File: src/rtl/adc_scan_pkg.sv
// Shared types and constants for the ADC channel scanner.
// Provides the FSM state enum, default widths and the accumulator width helper.
package adc_scan_pkg;

   typedef enum logic [2:0] {
      IDLE,
      ISSUE,
      WAIT,
      ADVANCE,
      PUBLISH
   } scan_state_t;

   localparam int DEF_CH_W   = 5;
   localparam int DEF_DATA_W = 12;

   // Summing 2^avg_log2 samples of data_w bits needs avg_log2 extra bits.
   function automatic int acc_width(input int data_w, input int avg_log2);
      return data_w + avg_log2;
   endfunction

endpackage

File: src/rtl/adc_scan_accum.sv
// Per-channel accumulator bank: adds one sample into slot add_idx,
// clears all slots on clear, and presents every slot shifted right by AVG_LOG2.
// Ports: clk, rst, clear, add_en/add_idx/add_data (accumulate), avg (packed averages).
module adc_scan_accum
   import adc_scan_pkg::*;
#(
   parameter int NUM_CH   = 2,
   parameter int DATA_W   = DEF_DATA_W,
   parameter int AVG_LOG2 = 2,
   parameter int IDX_W    = 1
) (
   input  logic                     clk,
   input  logic                     rst,
   input  logic                     clear,
   input  logic                     add_en,
   input  logic [IDX_W-1:0]         add_idx,
   input  logic [DATA_W-1:0]        add_data,
   output logic [NUM_CH*DATA_W-1:0] avg
);

   localparam int ACC_W = acc_width(DATA_W, AVG_LOG2);

   logic [ACC_W-1:0] acc [NUM_CH];

   always_ff @(posedge clk) begin
      if (rst || clear) begin
         for (int i = 0; i < NUM_CH; i++) begin
            acc[i] <= '0;
         end
      end else if (add_en) begin
         for (int i = 0; i < NUM_CH; i++) begin
            if (add_idx == IDX_W'(i)) begin
               acc[i] <= acc[i] + ACC_W'(add_data);
            end
         end
      end
   end

   // Truncating divide by the number of rounds.
   always_comb begin
      avg = '0;
      for (int i = 0; i < NUM_CH; i++) begin
         avg[i*DATA_W +: DATA_W] = DATA_W'(acc[i] >> AVG_LOG2);
      end
   end

endmodule

File: src/rtl/adc_channel_scanner.sv
// Round-robin ADC sequencer: issues one command at a time, oversamples each
// channel, publishes an averaged vector with a valid pulse and sequence count.
// Ports: clock_clk, reset_sink_reset, enable, clear_err; command_* (to ADC);
// response_* (from ADC); sample_data/valid/seq (to game logic); err_timeout/channel.
module adc_channel_scanner
   import adc_scan_pkg::*;
#(
   parameter int                     NUM_CH      = 2,
   parameter int                     CH_W        = DEF_CH_W,
   parameter int                     DATA_W      = DEF_DATA_W,
   parameter logic [NUM_CH*CH_W-1:0] CH_MAP      = {5'd2, 5'd1},
   parameter int                     AVG_LOG2    = 2,
   parameter int                     TIMEOUT_CYC = 1023
) (
   input  logic                     clock_clk,
   input  logic                     reset_sink_reset,
   input  logic                     enable,
   input  logic                     clear_err,
   output logic                     command_valid,
   output logic [CH_W-1:0]          command_channel,
   output logic                     command_startofpacket,
   output logic                     command_endofpacket,
   input  logic                     command_ready,
   input  logic                     response_valid,
   input  logic [CH_W-1:0]          response_channel,
   input  logic [DATA_W-1:0]        response_data,
   output logic [NUM_CH*DATA_W-1:0] sample_data,
   output logic                     sample_valid,
   output logic [7:0]               sample_seq,
   output logic                     err_timeout,
   output logic                     err_channel
);

   localparam int IDX_W = (NUM_CH > 1) ? $clog2(NUM_CH) : 1;
   localparam int RND_W = (AVG_LOG2 > 0) ? AVG_LOG2 : 1;
   localparam int TMO_W = $clog2(TIMEOUT_CYC + 1);

   localparam logic [IDX_W-1:0] LAST_IDX = IDX_W'(NUM_CH - 1);
   localparam logic [RND_W-1:0] LAST_RND = RND_W'((1 << AVG_LOG2) - 1);
   localparam logic [TMO_W-1:0] TMO_LAST = TMO_W'(TIMEOUT_CYC - 1);

   scan_state_t state;
   scan_state_t nstate;

   logic [IDX_W-1:0]         idx;
   logic [RND_W-1:0]         rnd;
   logic [TMO_W-1:0]         tmo_cnt;
   logic [CH_W-1:0]          cur_ch;
   logic [NUM_CH*DATA_W-1:0] acc_avg;

   logic last_idx;
   logic last_rnd;
   logic resp_ok;
   logic resp_bad;
   logic tmo_hit;
   logic pub_go;
   logic acc_clear;

   // CH_MAP lists slot 0 first, i.e. in the most significant field.
   always_comb begin
      cur_ch = '0;
      for (int i = 0; i < NUM_CH; i++) begin
         if (idx == IDX_W'(i)) begin
            cur_ch = CH_MAP[(NUM_CH-1-i)*CH_W +: CH_W];
         end
      end
   end

   assign last_idx = (idx == LAST_IDX);
   assign last_rnd = (rnd == LAST_RND);

   assign resp_ok  = response_valid && (state == WAIT) &&
                     (response_channel == cur_ch);
   assign resp_bad = response_valid && !resp_ok;

   // A response arriving in the same cycle always beats the timeout.
   assign tmo_hit  = (state == WAIT) && !response_valid &&
                     (tmo_cnt == TMO_LAST);

   assign pub_go   = (state == ADVANCE) && last_idx && last_rnd;

   // Dropping out of a round to IDLE throws away the partial sums.
   assign acc_clear = (state == IDLE) || (state == PUBLISH) ||
                      ((state == ADVANCE) && !pub_go && !enable);

   always_comb begin
      nstate                = state;
      command_valid         = 1'b0;
      command_channel       = '0;
      command_startofpacket = 1'b0;
      command_endofpacket   = 1'b0;
      unique case (state)
         IDLE: begin
            if (enable) nstate = ISSUE;
         end
         ISSUE: begin
            command_valid         = 1'b1;
            command_channel       = cur_ch;
            command_startofpacket = (idx == '0);
            command_endofpacket   = last_idx;
            if (command_ready) nstate = WAIT;
         end
         WAIT: begin
            if (resp_ok) nstate = ADVANCE;
            else if (response_valid || tmo_hit) nstate = ISSUE;
         end
         ADVANCE: begin
            if (pub_go) nstate = PUBLISH;
            else if (enable) nstate = ISSUE;
            else nstate = IDLE;
         end
         PUBLISH: begin
            nstate = enable ? ISSUE : IDLE;
         end
         default: nstate = IDLE;
      endcase
   end

   always_ff @(posedge clock_clk) begin
      if (reset_sink_reset) begin
         state        <= IDLE;
         idx          <= '0;
         rnd          <= '0;
         tmo_cnt      <= '0;
         sample_data  <= '0;
         sample_valid <= 1'b0;
         sample_seq   <= '0;
         err_timeout  <= 1'b0;
         err_channel  <= 1'b0;
      end else begin
         state <= nstate;

         // Outputs are registered on entry to PUBLISH so the pulse,
         // data and count all appear together in that cycle.
         sample_valid <= pub_go;
         if (pub_go) begin
            sample_data <= acc_avg;
            sample_seq  <= sample_seq + 8'd1;
         end

         unique case (state)
            IDLE: begin
               idx <= '0;
               rnd <= '0;
            end
            ISSUE: tmo_cnt <= '0;
            WAIT:  tmo_cnt <= tmo_cnt + 1'b1;
            ADVANCE: begin
               if (!last_idx) begin
                  idx <= idx + 1'b1;
               end else begin
                  idx <= '0;
                  if (!last_rnd) rnd <= rnd + 1'b1;
               end
               if (!pub_go && !enable) begin
                  idx <= '0;
                  rnd <= '0;
               end
            end
            PUBLISH: rnd <= '0;
            default: ;
         endcase

         // Set beats clear when both happen together.
         if (resp_bad) err_channel <= 1'b1;
         else if (clear_err) err_channel <= 1'b0;

         if (tmo_hit) err_timeout <= 1'b1;
         else if (clear_err) err_timeout <= 1'b0;
      end
   end

   adc_scan_accum #(
      .NUM_CH   (NUM_CH),
      .DATA_W   (DATA_W),
      .AVG_LOG2 (AVG_LOG2),
      .IDX_W    (IDX_W)
   ) u_accum (
      .clk      (clock_clk),
      .rst      (reset_sink_reset),
      .clear    (acc_clear),
      .add_en   (resp_ok),
      .add_idx  (idx),
      .add_data (response_data),
      .avg      (acc_avg)
   );

endmodule

File: config.mk
export PLATFORM = sky130hd
export DESIGN_NAME = adc_channel_scanner
export DESIGN_NICKNAME = d
export VERILOG_FILES = /design/src/rtl/adc_scan_pkg.sv /design/src/rtl/adc_scan_accum.sv /design/src/rtl/adc_channel_scanner.sv
export SDC_FILE = /design/constraint.sdc
export NUM_CORES = 1
export LEC_CHECK = 0
export CORE_MARGIN = 2
export CORE_UTILIZATION = 40
export CTS_BUF_LIST = sky130_fd_sc_hd__clkbuf_4
export CTS_CLUSTER_DIAMETER = 100
export CTS_CLUSTER_SIZE = 8
export DETAILED_ROUTE_END_ITERATION = 10
export PLACE_DENSITY = 0.69
export SLEW_MARGIN = 10
export SYNTH_ARGS = -nofsm -noshare
export SYNTH_HDL_FRONTEND = slang
export SYNTH_HIERARCHICAL = 1
export SYNTH_SLANG_ARGS = --single-unit
File: constraint.sdc
create_clock -name clock_clk -period 4.5 [get_ports clock_clk]
set_input_delay 1.125 -clock clock_clk [delete_from_list [all_inputs] [get_ports clock_clk]]
set_output_delay 1.125 -clock clock_clk [all_outputs]
set_load 0.01 [all_outputs]
=== Word level (Yosys, flattened, before mapping) ===
Memories as Yosys holds them, arrays and structs flattened.
Index checks and enable logic that the tools add are counted.

* Register bits after elaboration: 51
* Memory bits (writable): 28
* Input port bits: 23
* Output and inout port bits: 43
* Memories kept: 1

* $add $sub $neg: 6
* Eq/ne operators: 12
* Multiplexer cells: 35
* Bitwise logic cells: 3
* Reduce and logical (&&, ||, !) cells: 27

{| class="wikitable"
|+ Memories
! memory !! words !! bits a word !! rd ports !! clocked after memory_dff !! wr ports !! RTL line !! RTL
|-
| u_accum.acc || 2 || 14 || 2 || 0 || 2 || adc_scan_accum.sv:23 || <nowiki>logic [ACC_W-1:0] acc [NUM_CH];</nowiki>
|}

{| class="wikitable"
|+ Operator list
! operator !! number
|-
| $add 14x12->14 || 2
|-
| $mux 14 || 2
|-
| $pmux 10 s2 || 1
|-
| $mux 1 || 19
|-
| $mux 3 || 5
|-
| $pmux 3 s5 || 1
|-
| $add 10x1->10 const B || 1
|-
| $eq 10x10->1 const B || 1
|-
| $logic_and 1x1->1 || 10
|-
| $mux 2 || 5
|-
| $reduce_bool 2->1 || 5
|-
| $ne 3x2->1 const B || 3
|-
| $add 8x1->8 const B || 1
|-
| $eq 3x2->1 const B || 2
|-
| $reduce_and 3->1 || 2
|-
| $eq 5x2->1 || 1
|-
| $logic_not 1->1 || 4
|-
| $logic_or 1x1->1 || 4
|-
| $ne 2x2->1 const B || 2
|-
| $pmux 2 s2 || 1
|-
| $eq 3x1->1 const B || 1
|-
| $eq 3x3->1 const B || 1
|-
| $logic_not 3->1 || 1
|-
| $add 2x1->2 const B || 1
|-
| 6 further kinds || 7
|}

=== Logic depth before layout (Yosys ltp) ===
* Depth after elaboration: 11
* Gate-level depth with buffers: 9
* Depth with buffers taken out: 8

=== Modules after synthesis ===
The synthesis kept the hierarchy.

{| class="wikitable"
|+ Modules (own cells, without submodules)
! module !! instances !! cells each !! area an instance (µm²) !! seq. area each (µm²)
|-
| adc_scan_accum || 1 || 251 || 2383.5 || 840.8
|-
| adc_channel_scanner || 1 || 284 || 2269.7 || 1021.0
|}

=== Worst setup path before layout ===
OpenSTA, ideal clock, no wires.

* Kind: in2reg
* From: in response_channel[3]
* To: mem u_accum/acc[0][0] (netlist bit) (enable)
* Library setup time: 0.404 ns
* Data arrival time: 2.786 ns
* Data required time: 4.096 ns
* Setup slack: 1.310 ns
* Cell stages on the path: 5
* Path through: nor4b_1 > o211ai_1 > inv_1 > inv_1 > o21ai_0

{| class="wikitable"
|+ RTL lines
! element !! RTL line !! RTL
|-
| from (decl) || adc_channel_scanner.sv:25 || <nowiki>input logic [CH_W-1:0] response_channel,</nowiki>
|-
| to (decl) || adc_scan_accum.sv:23 ||
|}

=== Final worst setup path ===
* From: reg state[0]
* To: out command_endofpacket

* Cells in the longest elaborated chain, start to end: 2

{| class="wikitable"
|+ Ends and longest elaborated chain
! element !! RTL line !! RTL
|-
| from (decl) || adc_channel_scanner.sv:42 || <nowiki>scan_state_t state;</nowiki>
|-
| from (signal assigned) || adc_channel_scanner.sv:131 || <nowiki>state <= nstate;</nowiki>
|-
| $eq 3x1->1 || adc_channel_scanner.sv:92 || <nowiki>unique case (state)</nowiki>
|-
| $mux 1 || adc_channel_scanner.sv:92 ||
|-
| to (decl) || adc_channel_scanner.sv:22 || <nowiki>output logic command_endofpacket,</nowiki>
|}

Every way passes these cells.

==> impl_metrics.ini <==
[pwr]
power_w = 0.00154
peakVddDrop_mv = 0.109
powerDensity_nw_per_um2 = 291
p_leak_nw = 1.97

[cts]
clkSlewWorstSetupHoldPaths_ns = 0.14
holdBufCountCts = 0
worstSkewPairLatency_ns = 0.45
root_buffer = clkbuf_4
ctsResizeCount = 0
postCtsSetupRepairBufs = 0
numCtsBuffers = 9
cts.sinks = 79
tritoncts = done
htreeDepth = 3
clockBufferDepth = 2

[floorplan]
fp.dieArea_um2 = 12500
start_util_pct = 40.9
chipHeight_um = 112
die_w_um = 112
design.portCount = 66
rows = 39
coreArea_um2 = 11400

[setup_path]
worstSetupStartpointType = flop
cp.required_ns = 3.38
cp_max_fo = 11
cp_top_family = simple AND/OR/NAND/NOR gates
critPathBufInv = 1
cp_slowest_cell = or3b_2
cp.arrival_ns = 2.38
r2r_setup_slack_ns = 1.91
endpoint_kind = output pin
critical_path.max_stage_delay_ns = 0.62
crit_type = reg -> out
crit_chain = or3b_2 > nor2_1 > clkdlybuf4s50_1

[route]
drt_wl_total_um = 10400
via_per_inst = 5.44
vias = 3882
wl_per_cell_um = 14.6
drt-pass1-iter-count = 4
route.detailed.drc = 0
drtIter0Drc = 309
ant_nets = 0

[timing]
setup_tns_ns = 0
hold_ws_ns = 0.461
worstMarginPinSlew_ns = 1.01
maxSlewViolCount = 0
fmax_mhz = 285
finalCriticalPeriod_ns = 3.51
setup_viol = 0
skew_ns = 0.0225
post-route-period-util_pct = 77.9
hold_violations = 0
max-slew-margin-rel_pct = 32.7
rsz0062_at_grt = no

[placed_design]
place_congestion = 0.877
port_buffers = 62
place_hpwl_um = 7690

[synthesis]
synth_cell_types = 63
ys_seq_area_share_pct = 40.0
synth-seq-cells = 79
yosys_warnings = 6
ys.flop_type = dfxtp_1
ys_async_sr_fraction_pct = 0
syn_area_um2 = 4650
synth.avg_cell_area_um2 = 8.70
syn_inst = 535
synth-edff-count = 28

[global_routing]
grt_max_degree = 53
grt_pass1_vias = 3506
antenna_found_initial = 0
grtUsageTotal_pct = 16.8
overflow = 0
grt_pass1_wl_um = 17100

[finish]
fillers = 1125
drive_above_1_share_pct = 5.26
final_nets = 618
diodes = 0
syn_to_final_growth_pct = 14.0
final_util_pct = 46.7

[status]
status = finished, final reports clean

[job]
max_cap_violations = 0

[min_path]
min_path_type = reg -> reg
kinds of logic (layout without fill, tap and decap cells):
logic type                 after synthesis  count (layout)  synth area share (%)
other                                    1               3                0.0806
buffers and inverters                   64              97                  8.07
muxes                                    9               9                  1.99
DFF                                     79              79                  40.0
and+or+nand+nor                        220             220                  23.3
AOI/OAI and AO/OA                      120             120                  15.9
adders and majority gates               30              30                  8.39
xor gates and xnor gates                12              12                  2.26
worst register-to-register path, cell delays in order, from the launching register on:
cell,delay [ns]
dfxtp_1,0.55
nand3b_1,0.31
o32ai_1,0.45
nor2_1,0.20
nand2_1,0.45
nor2_1,0.13
a31oi_1,0.18
nand3_1,0.08
worst paths after layout:
path	startpoint	to	cells after the start
max	state[0]	command_endofpacket	3
min	sample_data[16]	sample_data[16]	2
max reg2reg	state[0]	u_accum/acc[0][11]	7
min reg2reg	sample_data[16]	sample_data[16]	2
cell type report:
class / instances / area [um2] / area share [%]
clock buffers: 9 / 67.6 / 1.27
clock inverters: 7 / 71.3 / 1.34
inverters: 15 / 56.3 / 1.06
multi-input cells: 394 / 2420 / 45.7
flip-flops and latches: 79 / 1860 / 35.1
well taps: 143 / 179 / 3.37
repair buffers: 66 / 646 / 12.2
flip-flops by register name, summed over array words and instances, names as in the netlist:
register and count:
err_channel 1, err_timeout 1, sample_valid 1, u_accum/acc 28
state 3, sample_data 24, sample_seq 8, rnd 2
idx 1, tmo_cnt 10
synthesized netlist by cell type (3+ instances only):
cell type	n	area share, %
nor3_1	13	1.4
and3b_1	3	0.56
buf_2	6	0.65
nand3_1	14	1.5
nand2_1	80	6.5
dfxtp_1	51	22
a21o_1	9	1.5
clkbuf_1	8	0.65
inv_1	15	1.2
and3_1	6	0.81
edfxtp_1	28	18
o21ai_0	16	1.7
o22ai_1	3	0.40
nor3b_1	7	1.1
ha_1	28	7.5
nand4_1	7	0.94
xnor2_1	8	1.5
a21oi_1	55	5.9
mux2i_1	7	1.5
or4_1	3	0.48
nand2b_1	11	1.5
a211oi_1	5	0.81
xor2_1	4	0.75
nand3b_1	3	0.48
nor2_1	46	3.7
nor2b_1	8	1.1
o211ai_1	5	0.81
a31oi_1	3	0.40
buf_1	3	0.24
a311oi_1	3	0.56
buf_4	30	4.8
nor4_1	5	0.67
through the flow:
step                std cells  cell area, um2  setup slack (ns)
floorplan                 537            4660              1.31
global placement          697            5170              1.05
detailed placement        697            5170             0.996
CTS                       713            5310             0.959
global route              713            5310             0.850
finish                    713            5310             0.994
layer usage:
layer | global-route usage, % | up-vias | part of all wire (%)
met4 | 6.91 | 0 | 1.9
met5 | 0 | - | 0
met3 | 2.99 | 15 | 4.4
li1 | - | 1939 | -
met1 | 23.9 | 1838 | 49
met2 | 25.4 | 90 | 44
power breakdown:
part	internal (W)	switching [W]
clock	0.000169	0.000261
sequential	0.000777	0.0000306
combinational	0.000132	0.000173
total	0.00108	0.000465
layout by cell type (no fill, tap or decap), types with 9 or more instances in the layout:
master	netlist	layout
nand2_1	80	80
clkdlybuf4s50_1	0	61
a21oi_1	55	55
dfxtp_1	51	51
nor2_1	46	46
ha_1	28	28
edfxtp_1	28	28
inv_1	15	15
o21ai_0	16	15
nand3_1	14	14
nor3_1	13	13
nand2b_1	11	11
clkbuf_4	0	9
a21o_1	9	9
Power figures use the tool's default switching activity.
==> RTL edit 1: new RTL, same flow settings <==
Encoding of `scan_state_t`: now Gray code (3 bits for 5 states).
--- a/src/rtl/adc_scan_pkg.sv
+++ b/src/rtl/adc_scan_pkg.sv
@@ -4,9 +4,9 @@
 
    typedef enum logic [2:0] {
-      IDLE,
-      ISSUE,
-      WAIT,
-      ADVANCE,
-      PUBLISH
+      IDLE    = 3'b000,
+      ISSUE   = 3'b001,
+      WAIT    = 3'b011,
+      ADVANCE = 3'b010,
+      PUBLISH = 3'b110
    } scan_state_t;
 
Function: no difference found for any inputs over 10 cycles, from zero or initial values and one cycle with reset_sink_reset high; not proved beyond that.
==> RTL edit 1 against the original RTL <==
- routed wire length is 0.73% lower
- worst hold slack gained 0.0039 ns
- largest cell class unchanged
- critical endpoint unchanged
- combinational power is 33% lower
- sequential cell count is the same
- setup slack better by 0.056 ns
- synthesized area rose by 0.27%
- power decreased by 7.9%
- design area decreased by 0.50%
- register-to-register slack worse by 0.63 ns
==> RTL edit 1: results (changes against the original RTL) <==
* Outcome: completed (unchanged)
* Worst skew pair latency at 0.43 ns (was 0.45 ns)
* Met2 Resource Use GR at 27.9% (was 25.4%)
* DP Wirelength at 7.59 mm (was 7.69 mm)
* Vias per std cell at 5.31 (was 5.44)
* WHS at 0.465 ns (was 0.461 ns)
* Max-slew headroom at 53.3% (was 32.7%)
* Max rail drop VDD at 0.000130 V (was 0.000109 V)
* Synth cell count leaders: nand2_1, dfxtp_1, a21oi_1 (was nand2_1, a21oi_1, dfxtp_1)
* # nets final at 606 (was 618)
* Htree depth at 3 (unchanged)
* Critical Path Max Stage Delay at 0.56 ns (was 0.62 ns)
* Final clock skew at 0.0100 ns (was 0.0225 ns)
* Yosys Warn Count at 6 (unchanged)
* Met3 GRT Util at 3.38% (was 2.99%)
* Top area cells in the synthesized netlist: dfxtp_1, edfxtp_1, ha_1 (unchanged)
* Total wire length at 10.3 mm (was 10.4 mm)
* Placed Instances at 685 (was 697)
* First-pass GRT wire length at 17.2 mm (was 17.1 mm)
* Largest net degree at the start of global routing at 47 (was 53)
* Non-Filler Instances at 701 (was 713)
* Crit Path Max Fanout at 12 (was 11)
* Mapped Cells at 524 (was 535)
* CP max-delay cell: dfxtp_1 (was or3b_2)
* RD Place Congestion at 0.912 (was 0.877)
* Unique masters post-synth at 64 (was 63)
* # fillers at 1066 (was 1125)
* Sequential fraction of the synthesis area at 39.9% (was 40.0%)
* Wire length on met2 at 4.84 mm (was 4.59 mm)
* Tot GR Track Use at 16.8% (about the same)
* Share of cells above drive strength 1 at 5.56% (was 5.26%)
* WP data arrival at 2.33 ns (was 2.38 ns)
* Post-Route M1 WL at 4.81 mm (was 5.14 mm)
* Leakage at 0.00204 uW (was 0.00197 uW)
* Met1 global-route usage at 21.9% (was 23.9%)
* Iter 0 DRT Violations at 253 (was 309)
* Vias in the first global route at 3587 (was 3506)
* DR WL met3 at 466 um (was 460 um)
[RTL edit 1: changes by cell type after synthesis, sizes merged, moves of 4 or more]
cell / before / now
a21oi: 55 / 51
and3: 6 / 10
nand2b: 11 / 15
nor2: 47 / 41
xor2: 4 / 13
[RTL edit 1: cell type report]
cell class                 instances  area share, %
inverter                          14          0.995
tap                              143           3.39
multi-input combinational        383           45.5
clock buffer                       9           1.28
sequential                        79           35.3
clock inverter                     7           1.35
timing repair buffer              66           12.2
[RTL edit 1: path summary, 6_finish.rpt]
kind                  start                  end  slack [ns]  cells after the start
min reg2reg  sample_data[9]       sample_data[9]        0.46                      2
min          sample_data[9]       sample_data[9]        0.46                      2
max                state[0]  command_endofpacket        1.05                      5
max reg2reg             idx   u_accum/acc[0][23]        1.28                      8
[RTL edit 1: power breakdown]
| part | internal, uW | switching [uW] |
|---|---|---|
| clock network | 171 | 269 |
| logic | 91.8 | 114 |
| registers | 759 | 17.6 |
| total | 1020 | 400 |
[RTL edit 1: per-stage QoR]
step                      total power, uW  setup slack, ns  instance area (um2)  utilization (%)
after floorplan                       948             1.26                 4670                -
after detailed placement              994            0.986                 5140             45.0
after global routing                 1500            0.861                 5280             46.2
after CTS                            1430             1.02                 5280             46.2
final                                1420             1.05                 5280             46.2
after global placement                992             1.03                 5140             45.0
[RTL edit 1: kinds of logic after synthesis]
logic type      synth area share (%)
simple gates                    23.3
flops                           39.9
fa+ha+maj                       8.37
other cells                   0.0804
buf+inv                         8.80
compound gates                  14.3
mux                             1.50
xor+xnor                        3.75
[RTL edit 1: worst max-delay path, delay by kind of cell, from the launching register on]
family                 cells  cell delay (ns)
flip-flops                 1             0.56
buffers and inverters      2             0.64
AND/OR/NAND/NOR            3             0.71
==> RTL edit 2: new RTL, same settings <==
Without the edit above. `NUM_CH` is set to 2 in 2 places; all go to 4.
--- a/src/rtl/adc_scan_accum.sv
+++ b/src/rtl/adc_scan_accum.sv
@@ -5,5 +5,5 @@
    import adc_scan_pkg::*;
 #(
-   parameter int NUM_CH   = 2,
+   parameter int NUM_CH   = 4,
    parameter int DATA_W   = DEF_DATA_W,
    parameter int AVG_LOG2 = 2,
--- a/src/rtl/adc_channel_scanner.sv
+++ b/src/rtl/adc_channel_scanner.sv
@@ -6,5 +6,5 @@
    import adc_scan_pkg::*;
 #(
-   parameter int                     NUM_CH      = 2,
+   parameter int                     NUM_CH      = 4,
    parameter int                     CH_W        = DEF_CH_W,
    parameter int                     DATA_W      = DEF_DATA_W,
Ports: changed (resized sample_data); port bits go from 66 to 90. No check against the original RTL was run, so the function may have changed too.
==> RTL edit 2 against the original RTL <==
- synthesized area up 68%
- critical path depth up 1
- setup slack better by 0.026 ns
- sequential cell count up 53
- design area up 66%
- power up 72%
- maximum frequency up 0.74%
- routed wire length up 71%
==> RTL edit 2: results (changes against the original RTL) <==
* Unique masters post-synth at 66 (was 63)
* CP max-delay cell: dfxtp_1 (was or3b_2)
* Bufs w/o clock at 91 (was 66)
* Count of flip-flops and latches at 132 (was 79)
* Crit Path Max Fanout at 12 (was 11)
* Htree depth at 4 (was 3)
* Final clock skew at 0.0185 ns (was 0.0225 ns)
* DR pass1 iterations at 5 (was 4)
* Post-Route M1 WL at 8.53 mm (was 5.14 mm)
* Worst skew pair latency at 0.54 ns (was 0.45 ns)
* Multi-input logic cell count at 642 (was 394)
* Register area at 3200 um2 (was 1860 um2)
* Total wire length at 17.7 mm (was 10.4 mm)
* Worst-margin pin slew at 1.01 ns (about the same)
* Sequential fraction of the synthesis area at 40.9% (was 40.0%)
* Number of synthesized flops with an enable pin at 56 (was 28)
* P_seq at 1350 uW (was 808 uW)
* Met2 Resource Use GR at 27.9% (was 25.4%)
* Critical Path Max Stage Delay at 0.56 ns (was 0.62 ns)
* CP top delay family: buffers and inverters (was simple AND/OR/NAND/NOR gates)
* Outcome: completed (unchanged)
* Post-place setup slack at 0.737 ns (was 0.996 ns)
* Mux share of post-synthesis cell area at 0.256% (was 1.99%)
* Synth cell count leaders: nand2_1, nor2_1, a21oi_1 (was nand2_1, a21oi_1, dfxtp_1)
* Met1 global-route usage at 23.8% (was 23.9%)
* First-pass GRT wire length at 28.7 mm (was 17.1 mm)
* Share of cells above drive strength 1 at 5.29% (was 5.26%)
* Leakage at 0.00320 uW (was 0.00197 uW)
* Clock Pin Slew Worst Setup and Hold Paths at 0.12 ns (was 0.14 ns)
* Xor and xnor area share after synthesis at 4.81% (was 2.26%)
RTL edit 2: path summary, 6_finish.rpt:
| kind | start | end | slack [ns] | cells past startpoint |
|---|---|---|---|---|
| setup / recovery | state[0] | command_endofpacket | 1.02 | 4 |
| setup reg to reg | idx[0] | u_accum/acc[1][13] | 1.19 | 10 |
| hold / removal | sample_data[21] | sample_data[21] | 0.46 | 2 |
| hold reg to reg | sample_data[21] | sample_data[21] | 0.46 | 2 |
RTL edit 2: per-stage QoR:
step | power, uW | hold WS, ns | cell area, um2 | util [%]
3_5_place_dp | 1870 | 0.448 | 8520 | 44.1
5_1_grt | 2780 | 0.483 | 8800 | 45.5
2_1_floorplan | 1800 | 0.447 | 7830 | -
4_1_cts | 2670 | 0.462 | 8800 | 45.5
3_3_place_gp | 1860 | 0.443 | 8520 | 44.1
6_report | 2650 | 0.459 | 8800 | 45.5
